===== config.mk =====
export PLATFORM = sky130hd
export DESIGN_NAME = hazard_controller
export DESIGN_NICKNAME = d
export VERILOG_FILES = /design/src/rtl/pipeline_pkg.sv /design/src/rtl/load_use_detect.sv /design/src/rtl/hazard_controller.sv
export SDC_FILE = /design/constraint.sdc
export NUM_CORES = 1
export LEC_CHECK = 0
export ABC_AREA = 0
export BUFFER_PORTS_ARGS = -buffer_cell sky130_fd_sc_hd__buf_2
export CAP_MARGIN = 25
export CORE_MARGIN = 3
export CORE_UTILIZATION = 35
export DETAILED_ROUTE_END_ITERATION = 10
export PLACE_DENSITY = 0.6
export SYNTH_ARGS = -nofsm -noshare
export SYNTH_HDL_FRONTEND = slang
export SYNTH_SLANG_ARGS = --single-unit

===== constraint.sdc =====
create_clock -name clk -period 3.2 [get_ports clk]
set_input_delay 0.48 -clock clk [delete_from_list [all_inputs] [get_ports clk]]
set_output_delay 0.48 -clock clk [all_outputs]
set_load 0.005 [all_outputs]

===== src/rtl/pipeline_pkg.sv =====
// Shared types for the pipeline sequencing controller.
//   ctrl_state_t : controller FSM states
//   stage_ctrl_t : enable/clear pair for one inter-stage register
//   REG_ZERO     : architectural x0, never a real producer
package pipeline_pkg;

  typedef enum logic [1:0] {
    FLUSH = 2'd0,
    RUN   = 2'd1,
    KILL  = 2'd2
  } ctrl_state_t;

  typedef struct packed {
    logic enable;
    logic clear;
  } stage_ctrl_t;

  localparam logic [4:0] REG_ZERO = 5'd0;

endpackage


===== src/rtl/load_use_detect.sv =====
// Combinational load-use hazard detector.
//   d_rs1/d_rs2, d_uses_rs1/d_uses_rs2 : sources of the instruction in ID
//   e_rd, e_is_load, e_reg_write       : destination of the instruction in EX
//   hazard_c                           : ID needs a value EX is still loading
module load_use_detect
  import pipeline_pkg::*;
(
  input  logic [4:0] d_rs1,
  input  logic [4:0] d_rs2,
  input  logic       d_uses_rs1,
  input  logic       d_uses_rs2,
  input  logic [4:0] e_rd,
  input  logic       e_is_load,
  input  logic       e_reg_write,
  output logic       hazard_c
);

  logic producer_c;
  logic match_c;

  // x0 is never written, so a load targeting it cannot create a dependency
  assign producer_c = e_is_load & e_reg_write & (e_rd != REG_ZERO);
  assign match_c    = (d_uses_rs1 & (d_rs1 == e_rd)) | (d_uses_rs2 & (d_rs2 == e_rd));
  assign hazard_c   = producer_c & match_c;

endmodule


===== src/rtl/hazard_controller.sv =====
// Pipeline sequencing controller for the five-stage core.
// Drives PC load enable and enable/clear of if_id, id_ex, ex_mem, mem_wb.
// Priority in RUN: dmem wait > MDU busy > EX redirect > load-use > fetch miss.
//   inputs : ID sources, EX destination/type, redirect, MDU/dmem busy, imem valid
//   outputs: f_pc_enable, {fd,de,em,mw}_{enable,clear}, f_kill, stall_count
// Stage controls are combinational from state and inputs; only the FSM state,
// the flush counter and the stall counter are registered.
module hazard_controller
  import pipeline_pkg::*;
#(
  parameter int unsigned FLUSH_CYCLES = 2,
  parameter int unsigned STALL_W      = 32
) (
  input  logic               clk,
  input  logic               reset,
  input  logic [4:0]         d_rs1,
  input  logic [4:0]         d_rs2,
  input  logic               d_uses_rs1,
  input  logic               d_uses_rs2,
  input  logic [4:0]         e_rd,
  input  logic               e_is_load,
  input  logic               e_reg_write,
  input  logic               e_redirect,
  input  logic               e_mdu_busy,
  input  logic               m_dmem_busy,
  input  logic               f_imem_valid,
  output logic               f_pc_enable,
  output logic               fd_enable,
  output logic               fd_clear,
  output logic               de_enable,
  output logic               de_clear,
  output logic               em_enable,
  output logic               em_clear,
  output logic               mw_enable,
  output logic               mw_clear,
  output logic               f_kill,
  output logic [STALL_W-1:0] stall_count
);

  localparam int unsigned CNT_W = (FLUSH_CYCLES > 1) ? $clog2(FLUSH_CYCLES) : 1;

  ctrl_state_t        state_q, state_d;
  logic [CNT_W-1:0]   flush_cnt_q, flush_cnt_d;
  logic [STALL_W-1:0] stall_q, stall_d;

  stage_ctrl_t fd_c, de_c, em_c, mw_c;
  logic        pc_en_c;
  logic        kill_c;
  logic        load_use_c;
  logic        frozen_c;

  load_use_detect u_load_use (
    .d_rs1       (d_rs1),
    .d_rs2       (d_rs2),
    .d_uses_rs1  (d_uses_rs1),
    .d_uses_rs2  (d_uses_rs2),
    .e_rd        (e_rd),
    .e_is_load   (e_is_load),
    .e_reg_write (e_reg_write),
    .hazard_c    (load_use_c)
  );

  // EX is held while memory or the MDU is busy; a pending redirect waits it out
  assign frozen_c = m_dmem_busy | e_mdu_busy;

  // State register
  always_ff @(posedge clk) begin
    if (reset) begin
      state_q     <= FLUSH;
      flush_cnt_q <= CNT_W'(FLUSH_CYCLES - 1);
      stall_q     <= '0;
    end else begin
      state_q     <= state_d;
      flush_cnt_q <= flush_cnt_d;
      stall_q     <= stall_d;
    end
  end

  // Next-state, flush counter and stall counter
  always_comb begin
    state_d     = state_q;
    flush_cnt_d = flush_cnt_q;
    stall_d     = stall_q;
    unique case (state_q)
      FLUSH: begin
        if (flush_cnt_q == '0) state_d = RUN;
        else                   flush_cnt_d = flush_cnt_q - CNT_W'(1);
      end
      RUN: begin
        if (!frozen_c && e_redirect && !f_imem_valid) state_d = KILL;
        if (!pc_en_c && (stall_q != '1)) stall_d = stall_q + STALL_W'(1);
      end
      KILL: begin
        // The arriving wrong-path word is dropped by fd_clear this cycle
        if (!frozen_c && f_imem_valid) state_d = RUN;
      end
      default: state_d = FLUSH;
    endcase
  end

  // Output decode
  always_comb begin
    pc_en_c = 1'b0;
    kill_c  = 1'b0;
    fd_c    = '{enable: 1'b1, clear: 1'b0};
    de_c    = '{enable: 1'b1, clear: 1'b0};
    em_c    = '{enable: 1'b1, clear: 1'b0};
    mw_c    = '{enable: 1'b1, clear: 1'b0};
    unique case (state_q)
      RUN, KILL: begin
        kill_c = (state_q == KILL);
        if (m_dmem_busy) begin
          // Full freeze, bubble into WB
          fd_c.enable = 1'b0;
          de_c.enable = 1'b0;
          em_c.enable = 1'b0;
          mw_c.enable = 1'b0;
          mw_c.clear  = 1'b1;
        end else if (e_mdu_busy) begin
          // Hold front end and EX, let MEM drain into WB
          fd_c.enable = 1'b0;
          de_c.enable = 1'b0;
          em_c.clear  = 1'b1;
        end else if (state_q == KILL) begin
          fd_c.clear = 1'b1;
        end else if (e_redirect) begin
          pc_en_c    = 1'b1;
          fd_c.clear = 1'b1;
          de_c.clear = 1'b1;
        end else if (load_use_c) begin
          fd_c.enable = 1'b0;
          de_c.clear  = 1'b1;
        end else if (!f_imem_valid) begin
          fd_c.clear = 1'b1;
        end else begin
          pc_en_c = 1'b1;
        end
      end
      default: begin
        // FLUSH: every stage register held cleared, PC frozen
        fd_c.clear = 1'b1;
        de_c.clear = 1'b1;
        em_c.clear = 1'b1;
        mw_c.clear = 1'b1;
      end
    endcase
  end

  assign f_pc_enable = pc_en_c;
  assign fd_enable   = fd_c.enable;
  assign fd_clear    = fd_c.clear;
  assign de_enable   = de_c.enable;
  assign de_clear    = de_c.clear;
  assign em_enable   = em_c.enable;
  assign em_clear    = em_c.clear;
  assign mw_enable   = mw_c.enable;
  assign mw_clear    = mw_c.clear;
  assign f_kill      = kill_c;
  assign stall_count = stall_q;

endmodule


### Word-level counts from Yosys, hierarchy flattened

Cells that the tools add are included.

* register bits after elaboration: 35
* output and inout port bits: 42
* logic and storage cells: 75

* $add $sub $neg: 2
* equality and inequality tests: 8
* multiplexer cells: 43
* bitwise operators: 7
* reduce and logical (&&, ||, !) cells: 12

Operators with widths (count)
* two-way mux 1 bit: 38
* adder 32 x 1 -> 32 bit, second input constant: 1
* != test 32 bit, second input constant: 1
* == test 5 bit: 2
* two-way mux 2 bit: 4
* != test 2 bit, second input constant: 3
* one-hot mux 2 bit (3 select lines): 1
* AND 1 bit: 5
* nonzero test 5 bit: 1
* logical AND 1 bit: 4
* zero test 1 bit: 3
* AND reduction 3 bit: 1
* == test 2 x 1 -> 1 bit, second input constant: 1
* == test 2 bit, second input constant: 1
* zero test 2 bit: 1
* bitwise OR 1 bit: 2
* AND reduction 2 bit: 1
* OR reduction 2 bit: 1
* subtractor 1 bit, second input constant: 1

### Depth between registers and ports, before layout

* depth after elaboration: 13
* depth in mapped cells: 10
* mapped depth without buffers: 8

### Hierarchy

From an unflattened synthesis, not the netlist that was laid out.

* cell total of the unflattened synthesis: 261
* area total of the unflattened synthesis: 2180.8 um^2

Modules (own cells, without submodules)
* hazard_controller: times used 1, cells an instance 244, area an instance 2045.7 um^2, sequential area each 700.7 um^2
* load_use_detect: times used 1, cells an instance 17, area an instance 135.1 um^2, sequential area each 0.0 um^2

### Worst setup path before layout

Ideal clock, no wire load.

* path kind: reg2reg
* start point: register state_q[1]
* end point: register stall_q[18], in the netlist stall_count[18]
* setup time: 115 ps
* data arrival time: 2111 ps
* required time: 3085 ps
* path slack: 974 ps
* stages on the path, launching flop included: 10
* path buffers: 2
* clock period less this slack: 2226 ps
* cell sequence: dfxtp_1 -> inv_1 -> ha_1 -> nor4b_1 -> o21ai_0 -> nor2_1 -> clkbuf_1 -> clkbuf_1 -> nor4_1 -> o21ba_1

* cells in the longest elaborated chain, start to end: 8
* elaborated cells between the ends (all ways): 10
* classes of those cells: eq/ne (2); mux (4); reduce/logical (4)

Ends and longest elaborated chain
* from (decl): line hazard_controller.sv:42 `ctrl_state_t state_q, state_d;`
* from (signal assigned): line hazard_controller.sv:73 `state_q <= state_d;`
* == test 2 bit: line hazard_controller.sv:109, hazard_controller.sv:124
* two-way mux 1 bit: line hazard_controller.sv:124 `end else if (state_q == KILL) begin`
* two-way mux 1 bit: line hazard_controller.sv:119 `end else if (e_mdu_busy) begin`
* two-way mux 1 bit: line hazard_controller.sv:112 `if (m_dmem_busy) begin`
* two-way mux 1 bit: line hazard_controller.sv:109 `unique case (state_q)`
* zero test 1 bit: line hazard_controller.sv:91 `if (!pc_en_c && (stall_q != '1)) stall_d = stall_q + STALL_W'(1);`
* logical AND 1 bit: line hazard_controller.sv:91
* AND reduction 2 bit (no line) (*)
* to (signal assigned): line hazard_controller.sv:75 `stall_q <= stall_d;`
* to (decl): line hazard_controller.sv:44 `logic [STALL_W-1:0] stall_q, stall_d;`

Every way passes the cells marked *; elsewhere a longest branch is shown, timed or not.
A chain may end at the register's enable or synchronous reset.

### Worst setup path after layout

* start point: register state_q[1]
* end point: register stall_q[31], in the netlist stall_count[31]

The elaborated chain is that of the path after synthesis.

==> impl_metrics.py <==
metrics = {
    "timing": {
        "rsz0062_at_grt": "false",
        "min_period_ps": 2690,
        "fmax_mhz": 372,
        "finalCritPeriodShare_pct": 84.1,
        "setup_viol": 0,
        "fin_ws_ps": 509,
        "hold_viol": 0,
        "finClkSkew_ps": 5.50,
        "tightest_slew_ps": 787,
        "relSlewSlack_pct": 47.5,
        "finalSetupTns_ps": 0,
        "slew_viol_final": 0,
    },
    "critical_path": {
        "r2r_start": "state_q[1]",
        "critical_path.top_delay_family": "simple AND/OR/NAND/NOR gates",
        "path_class": "register to register",
        "regToRegSetupSlack_ps": 510,
        "worstReg2RegEnd": "stall_count[31]",
        "cp-end-kind": "register",
        "crit_path_max_incr_delay_ps": 380,
        "start_kind": "register",
        "cp.required_ps": 3370,
        "crit_slowest_cell": "ha_1",
        "worstPathCellList": "inv_1, ha_1, nor4b_1, o21ai_0, o21a_1, nand2_1, buf_12, nor3_1, mux2_2",
        "worstPathArrival_ps": 2860,
        "ff2ff_path_depth": 9,
        "cp_max_fo": 36,
        "worst-path-buf-inv": 2,
    },
    "pwr": {
        "ir_worst_vdd_uv": 283,
        "power.density_nw_per_um2": 466,
        "fin_total_pwr_mw": 1.22,
        "p_leak_nw": 0.995,
    },
    "final_layout": {
        "synthToLayoutAreaGrowth_pct": 20.0,
        "final_common_cell": "buf_2",
        "stdcell_count": 401,
        "diodes": 0,
        "final_cell_mix": "buf_2 (66), dfxtp_1 (35), a21oi_1 (28)",
        "nets": 354,
        "final_area_um2": 2610,
        "fill_cells": 628,
        "drive_gt1_share_pct": 26.1,
    },
    "die": {
        "dieArea_um2": 7200,
        "num_io_pins": 67,
        "die_x_um": 84.8,
        "rows": 28,
        "coreArea_um2": 5960,
        "initial_core_util_pct": 36.5,
        "die_y_um": 84.8,
    },
    "grt": {
        "grt_first_pass_wirelength_um": 9040,
        "first_global_vias": 1982,
        "gr-total-overflow": 0,
        "grt_max_degree": 49,
        "antenna_found_initial": 0,
        "grtUsageTotal_pct": 14.7,
    },
    "logic_synthesis": {
        "synth_fp_nets": 298,
        "ys_ff_latch": 35,
        "ys_seq_area_share_pct": 32.2,
        "yosys.cell_types.count": 48,
        "yosys.area.top_type": "dfxtp_1",
        "muxShareOfSynthArea_pct": 2.53,
        "postSynthAreaPerCell_um2": 8.09,
        "post-synth-top-area-fraction_pct": 32.2,
        "yosys.area_share.simple_pct": 31.7,
        "synthCells": 269,
        "yosys.area_share.adder_pct": 2.30,
        "synth_top_family_by_area": "simple AND/OR/NAND/NOR gates",
        "ys_warn_count": 0,
        "ys.flop_type": "dfxtp_1",
        "synth_area_leaders": "dfxtp_1 (32%), a21oi_1 (6.4%), or4_1 (5.5%)",
        "synth_xor_area_share_pct": 4.03,
        "synth_compound_area_share_pct": 20.8,
        "async_flop_share_pct": 0,
        "synthesis.area_um2": 2180,
        "synth_edf_count": 0,
    },
    "min_path": {
        "worstHoldPathCells": 1,
        "hold_start": "flush_cnt_q",
        "hp-class": "register to register",
        "holdPathEnd": "flush_cnt_q",
    },
    "cts": {
        "cts_tree": "built",
        "htreeDepth": 2,
        "numCtsBuffers": 5,
        "postCtsResizedCells": 0,
        "numClockSinks": 35,
        "clk_pin_slew_ps": 70,
        "clk_path_buf_depth": 2,
        "clockRootBuffer": "clkbuf_8",
        "insertion_delay_ps": 280,
        "ctsHoldBuffers": 0,
        "cts_setup_buffers": 0,
    },
    "route": {
        "drt-total-wl_um": 5350,
        "ant_nets": 0,
        "drt_iter0_markers": 108,
        "avgRoutedWirePerCell_um": 13.4,
        "route.detailed.drc": 0,
        "vias_per_cell": 5.52,
        "drt-pass1-iter-count": 4,
        "num_vias": 2214,
    },
    "flow_run": {
        "cap_viol_max_count": 0,
    },
    "placed_design": {
        "preCtsSetupSlack_ps": 531,
        "dpl_cell_area_um2": 2530,
        "port_buffers": 66,
        "dp.final_hpwl_um": 3740,
        "dp.cells": 393,
        "gp_congestion": 0.772,
    },
    "status": {
        "status": "finished clean",
    },
}
[worst max path at each step]
stage / end / slack (ps) / startpoint / depth (start not counted)
2_1_floorplan: stall_count[18] / 970 / state_q[1] / 9
3_3_place_gp: stall_count[16] / 610 / state_q[1] / 9
3_5_place_dp: stall_count[15] / 530 / state_q[1] / 9
4_1_cts: stall_count[31] / 520 / state_q[1] / 9
5_1_grt: stall_count[15] / 230 / state_q[0] / 9
6_report: stall_count[31] / 510 / state_q[1] / 9
[per-layer routing]
metal	part of all wire, %	GRT usage (%)
met4	0.43	2.73
met3	7.6	4.27
met5	0	0
met1	47	19.5
met2	45	24.1
[cell type report]
type,instances,area (um2),area share [%]
clock inverter,1,5.00,0.192
inverter,11,41.3,1.58
sequential,35,701,26.8
clock buffer,7,76.3,2.92
timing repair buffer,68,358,13.7
tap,75,93.8,3.59
multi-input combinational,204,1340,51.2
[through the flow]
| step | utilization, % | hold slack [ps] |
|---|---|---|
| after floorplan | - | 426 |
| after global routing | 43.8 | 487 |
| final | 43.8 | 455 |
| after global placement | 42.5 | 434 |
| after CTS | 43.8 | 458 |
| after detailed placement | 42.5 | 441 |
[report_power, final]
group	switching, mW	internal [mW]	total [mW]
Clock	0.157	0.153	0.310
Combinational	0.257	0.174	0.431
Sequential	0.0187	0.456	0.475
Total	0.432	0.783	1.22
[logic make-up after synthesis]
| logic type | Yosys count |
|---|---|
| and+or+nand+nor | 114 |
| AOI/OAI and AO/OA | 71 |
| DFF | 35 |
| buffers and inverters | 30 |
| xor gates and xnor gates | 10 |
| muxes | 5 |
| adders and majority gates | 4 |
[registers in the layout, indices dropped and copies added (netlist names)]
signal and count:
state_q 2, stall_count 32, flush_cnt_q 1
[synth_stat cells, types with 2 or more instances]
master and n:
dfxtp_1 35, a21oi_1 28, nand2_1 22, nor2_1 18
or4_1 16, o31ai_1 15, nand3_1 12, inv_1 11
o21ai_0 11, clkbuf_1 10, xnor2_1 10, nand4_1 7
o41ai_1 6, or3_1 6, buf_2 5, or4b_1 5
ha_1 4, mux2_2 4, nor4_1 4, and4_1 3
nor2b_1 3, nor3_1 3, o21a_1 3, and2_1 2
buf_4 2, buf_6 2
No activity file was read; power rests on OpenSTA's default activity.
